--- src/rtl/layer0_input_packer.sv ---
// layer0_input_packer: quantizes signed samples and packs them into double-buffered frames for layer 0
module layer0_input_packer #(
    parameter int NUM_FEATURES = 3,
    parameter int SAMPLE_W     = 16,
    parameter int IN_BITS      = 2,
    parameter int SHIFT        = 12,
    parameter int ERR_W        = 8
) (
    input  logic                             clk,
    input  logic                             rst,
    input  logic                             s_valid,
    output logic                             s_ready,
    input  logic [SAMPLE_W-1:0]              s_data,
    input  logic                             s_last,
    output logic                             m_valid,
    input  logic                             m_ready,
    output logic [NUM_FEATURES*IN_BITS-1:0]  m_data,
    output logic                             err_pulse,
    output logic [ERR_W-1:0]                 err_count
);
    localparam int W = NUM_FEATURES * IN_BITS;
    localparam int IW = NUM_FEATURES > 1 ? $clog2(NUM_FEATURES) : 1;
    localparam logic [IW-1:0] LAST = IW'(NUM_FEATURES - 1);
    localparam logic [1:0] ASSEMBLE = 2'd0;
    localparam logic [1:0] FULL     = 2'd1;
    localparam logic [1:0] RESYNC   = 2'd2;
    localparam logic signed [SAMPLE_W:0] OFS  = (SAMPLE_W + 1)'(2 ** (IN_BITS - 1));
    localparam logic signed [SAMPLE_W:0] QMAX = (SAMPLE_W + 1)'(2 ** IN_BITS - 1);

    logic [1:0]               st;
    logic [IW-1:0]            idx;
    logic [W-1:0]             asm_buf;
    logic [W-1:0]             nxt_buf;
    logic                     resync;
    logic                     acc;
    logic                     out_free;
    logic                     err;
    logic signed [SAMPLE_W:0] ext;
    logic signed [SAMPLE_W:0] sum;
    logic [IN_BITS-1:0]       q;

    assign s_ready  = !rst && st != FULL;
    assign acc      = s_valid && s_ready;
    assign out_free = !m_valid || m_ready;
    assign err      = acc && st == ASSEMBLE && (idx == LAST ? !s_last : s_last);

    // Quantize the incoming sample and form the assembly word with it placed in slot idx
    always_comb begin
        ext = {s_data[SAMPLE_W-1], s_data};
        sum = (ext >>> SHIFT) + OFS;
        q = sum < 0 ? '0 : sum > QMAX ? '1 : sum[IN_BITS-1:0];
        nxt_buf = asm_buf;
        nxt_buf[int'(idx)*IN_BITS +: IN_BITS] = q;
    end

    // Frame assembly, hold buffer, output register and error accounting
    always_ff @(posedge clk) begin
        if (rst) begin
            st        <= ASSEMBLE;
            idx       <= '0;
            asm_buf   <= '0;
            resync    <= 1'b0;
            m_valid   <= 1'b0;
            m_data    <= '0;
            err_pulse <= 1'b0;
            err_count <= '0;
        end else begin
            err_pulse <= err;
            if (err && err_count != '1) err_count <= err_count + 1'b1;
            if (m_ready) m_valid <= 1'b0;
            if (st == ASSEMBLE && acc) begin
                if (idx != LAST) begin
                    idx     <= s_last ? '0 : idx + 1'b1;
                    asm_buf <= nxt_buf;
                end else begin
                    idx <= '0;
                    if (out_free) begin
                        m_data  <= nxt_buf;
                        m_valid <= 1'b1;
                        st      <= s_last ? ASSEMBLE : RESYNC;
                    end else begin
                        asm_buf <= nxt_buf;
                        st      <= FULL;
                        resync  <= !s_last;
                    end
                end
            end else if (st == FULL && m_ready) begin
                m_data  <= asm_buf;
                m_valid <= 1'b1;
                st      <= resync ? RESYNC : ASSEMBLE;
                resync  <= 1'b0;
            end else if (st == RESYNC && acc && s_last) begin
                st <= ASSEMBLE;
            end
        end
    end
endmodule

--- config.mk ---
export PLATFORM = sky130hd
export DESIGN_NAME = layer0_input_packer
export DESIGN_NICKNAME = d
export VERILOG_FILES = /design/src/rtl/layer0_input_packer.sv
export SDC_FILE = /design/constraint.sdc
export NUM_CORES = 1
export LEC_CHECK = 0
export BUFFER_PORTS_ARGS = -buffer_cell sky130_fd_sc_hd__buf_4
export CORE_MARGIN = 5
export CORE_UTILIZATION = 50
export CTS_CLUSTER_SIZE = 25
export DETAILED_ROUTE_END_ITERATION = 6
export PLACE_DENSITY_LB_ADDON = 0.2
export SLEW_MARGIN = 20
export SYNTH_ARGS = -nofsm -noshare
export SYNTH_HDL_FRONTEND = slang
export SYNTH_SLANG_ARGS = --single-unit
--- constraint.sdc ---
create_clock -name clk -period 2.4 [get_ports clk]
set_input_delay 0.36 -clock clk [delete_from_list [all_inputs] [get_ports clk]]
set_output_delay 0.36 -clock clk [all_outputs]
set_load 0.02 [all_outputs]
==> results.md <==
* Status: finished clean
* DRT Pass-1 Iters at 4
* Top cell type's share of synthesized area at 37.08%
* Setup slack, reg-to-reg at 350 ps
* Most used routing layer: met2
* CTS Buf Count at 3
* Post-Synthesis Cells at 168
* DRT Wirelength at 3200 um
* Final setup viols at 0
* Synth-to-Final Area Change at 16.05%
* Number of global-route vias before repair at 1355
* Die W at 64.00 um
* Wire length per cell at 14.41 um
* M1 GR Usage at 18.93%
* Static Leak at 0.0006244 uW
* Setup TNS at 0 ps
* Die H at 64.00 um
* CTS H-tree lvls at 1
* Rows at 19
* Peak supply drop at 0.3355 mV
* Final min period at 2045 ps
* Worst-path fanout max at 7
* Worst hold path type: in -> reg
* Hold Vio Cnt, Final at 0
* Most common cell after layout, fill and taps aside: dfxtp_1
* Sequential element share of the synthesized area at 37.08%
* Startpoint types: flip-flop
* Initial antenna violation count at 0
* Synthesized area at 1458 um^2
* Critical path arrival at 2310 ps
* Worst Max-Slew Pin Slew at 695.0 ps
* Vias at 1356
* Global-route met2 utilization at 29.90%
* RSZ-0062 raised after global routing: false
* Met3 Use GR at 3.152%
* Ports at 38
* Worst r2r path cells at 6
* First-pass GRT wire length at 5685 um
* Sinks on Clock Net at 27
* Initial Util at 52.41%
* Synth unique cells at 44
* Hold WS at 354.8 ps
* Share of layout cells above drive strength 1 at 17.80%
* Max-Cap Viols at 0
* Fmax at 0.4890 GHz
* Buffers added on ports at 25
* Post-cts resize count at 0
* ANT cells at 0
* Clock Skews at 6.052 ps
* Pin count of the biggest net entering global routing at 31
* Post-CTS Setup Repair Bufs at 0
* Post-route DRC at 0
* Cell taking the most area after synthesis: dfxtp_1
* Final Max Slew Viols at 0
* WHS Path Cells at 3
* Fin crit share at 85.21%
* Core region area at 2781 um^2
* Synth Net Count at 197
* Worst Setup End Kind: flip-flop
* GRT Resource Usage Total at 16.30%
* Routability congestion estimate from global placement at 0.7578
* GRT overflow at 0
* Critical path type: reg -> reg
* Post-DP HPWL at 2417 um
* Filler cells at 246
* Commonest cells after routing, fill and taps aside: dfxtp_1, buf_4, nor2_1, a21oi_1, inv_1
* Hold Buf Count CTS at 0
* Min-delay src: s_last
* Seq cells post-synth at 27
* Syn_area_per_cell at 8.676 um^2
* Clk Latency, worst-skew pair at 320 ps
* Antenna Nets Post-Route at 0
* TritonCTS clock tree: built
* Longest Clk Path Bufs at 2
* Power Dens Cells at 442.5 nW/um^2
* Worst R2R Start: idx[0]$_SDFFE_PP0P_
* Vias per Instance at 6.108
* Synth Warn # at 0
* Main area contributors after synthesis: dfxtp_1, ha_1, a21oi_1
* FF-to-FF End: err_count[4]$_SDFFE_PP0P_
* Die ar. at 4095 um^2
* First-iteration detailed-routing DRC count at 42
* Hold EP: resync$_SDFFE_PP0P_
* Worst setup path start: idx[0]$_SDFFE_PP0P_
* Clock slew at reported path FFs at 150 ps
* Layout Nets at 221
* CP Data Required Time at 2670 ps
* CTS Root Cell: clkbuf_4
* Slew headroom at 53.02%
routing by layer:
| layer | vias up | share of wire (%) |
|---|---|---|
| li1 | 684 | - |
| met1 | 634 | 45 |
| met2 | 32 | 50 |
| met3 | 6 | 4.3 |
| met4 | 0 | 1.2 |
| met5 | - | 0 |
how the worst max path moves through the flow:
stage | endpoint | slack [ps] | cells past startpoint
after floorplan | err_count[5]$_SDFFE_PP0P_ | 660 | 6
after global placement | err_count[6]$_SDFFE_PP0P_ | 370 | 5
after detailed placement | err_count[4]$_SDFFE_PP0P_ | 350 | 5
after CTS | err_count[4]$_SDFFE_PP0P_ | 370 | 6
after global routing | err_count[5]$_SDFFE_PP0P_ | 130 | 6
final | err_count[4]$_SDFFE_PP0P_ | 350 | 6
cell families after synthesis:
kind of cell | after synthesis | share of synthesized area [%]
simple gates | 61 | 24.03
xor+xnor | 2 | 1.202
buf+inv | 18 | 4.892
fa+ha+maj | 8 | 6.867
mux | 2 | 1.459
flops | 27 | 37.08
compound gates | 50 | 24.46
metrics by stage:
stage          util (%)  power [uW]  instance area [um^2]  instances  setup slack, ps
2_1_floorplan         -       527.3                  1458        168            663.8
3_3_place_gp      59.74       555.7                  1662        218            366.7
3_5_place_dp      59.74       560.2                  1662        218            349.8
4_1_cts           60.82       758.1                  1692        222            370.3
5_1_grt           60.82       788.5                  1692        222            130.9
6_report          60.82       748.6                  1692        222            355.0
cells in the mapped netlist, drive strengths merged:
cell	number
a31o	1
a41oi	4
a21o	1
nor3	2
nand2	7
mux2i	1
nand4	7
ha	8
clkbuf	3
a31oi	2
a22oi	1
or3	1
and3b	2
a221oi	1
o311ai	2
o211ai	3
or4	4
and2	2
a211oi	2
and3	2
xor2	2
inv	11
mux2	1
or4b	1
o22ai	1
nor4b	3
a2111o	1
dfxtp	27
o31ai	3
nand2b	3
a21oi	12
o21ai	4
o221a	1
nor2	12
buf	4
a32oi	2
nor4	1
nand3	9
nor2b	4
and4	1
a21boi	5
o2bb2ai	4
power breakdown:
| group | leakage [uW] | total [uW] | internal (uW) | switching (uW) |
|---|---|---|---|---|
| Clock | 0.0000139 | 197 | 63.6 | 134 |
| Combinational | 0.000392 | 90.9 | 35.8 | 55.1 |
| Sequential | 0.000218 | 460 | 455 | 5.53 |
area by class of cell:
| cell class | count | area, um^2 | share of cell area [%] |
|---|---|---|---|
| well taps | 31 | 38.79 | 2.293 |
| repair buffers | 26 | 195.2 | 11.54 |
| inverters | 11 | 41.29 | 2.441 |
| clock buffers | 3 | 22.52 | 1.331 |
| flip-flops and latches | 27 | 540.5 | 31.95 |
| clock inverters | 1 | 7.507 | 0.4438 |
| multi-input cells | 123 | 845.8 | 50.00 |
critical path: stages (launching register included):
cell	delay, ps
dfxtp_1	360
inv_1	190
ha_1	300
xor2_1	300
nand3_1	230
or4_1	460
a21oi_1	150
flip-flops by register name, summed over array words and instances (netlist names), named ones only:
signal and count:
err_count 8, asm_buf 6, m_data 6, idx 2
st 2, err_pulse 1, resync 1
(Power assumes the default switching activity.)
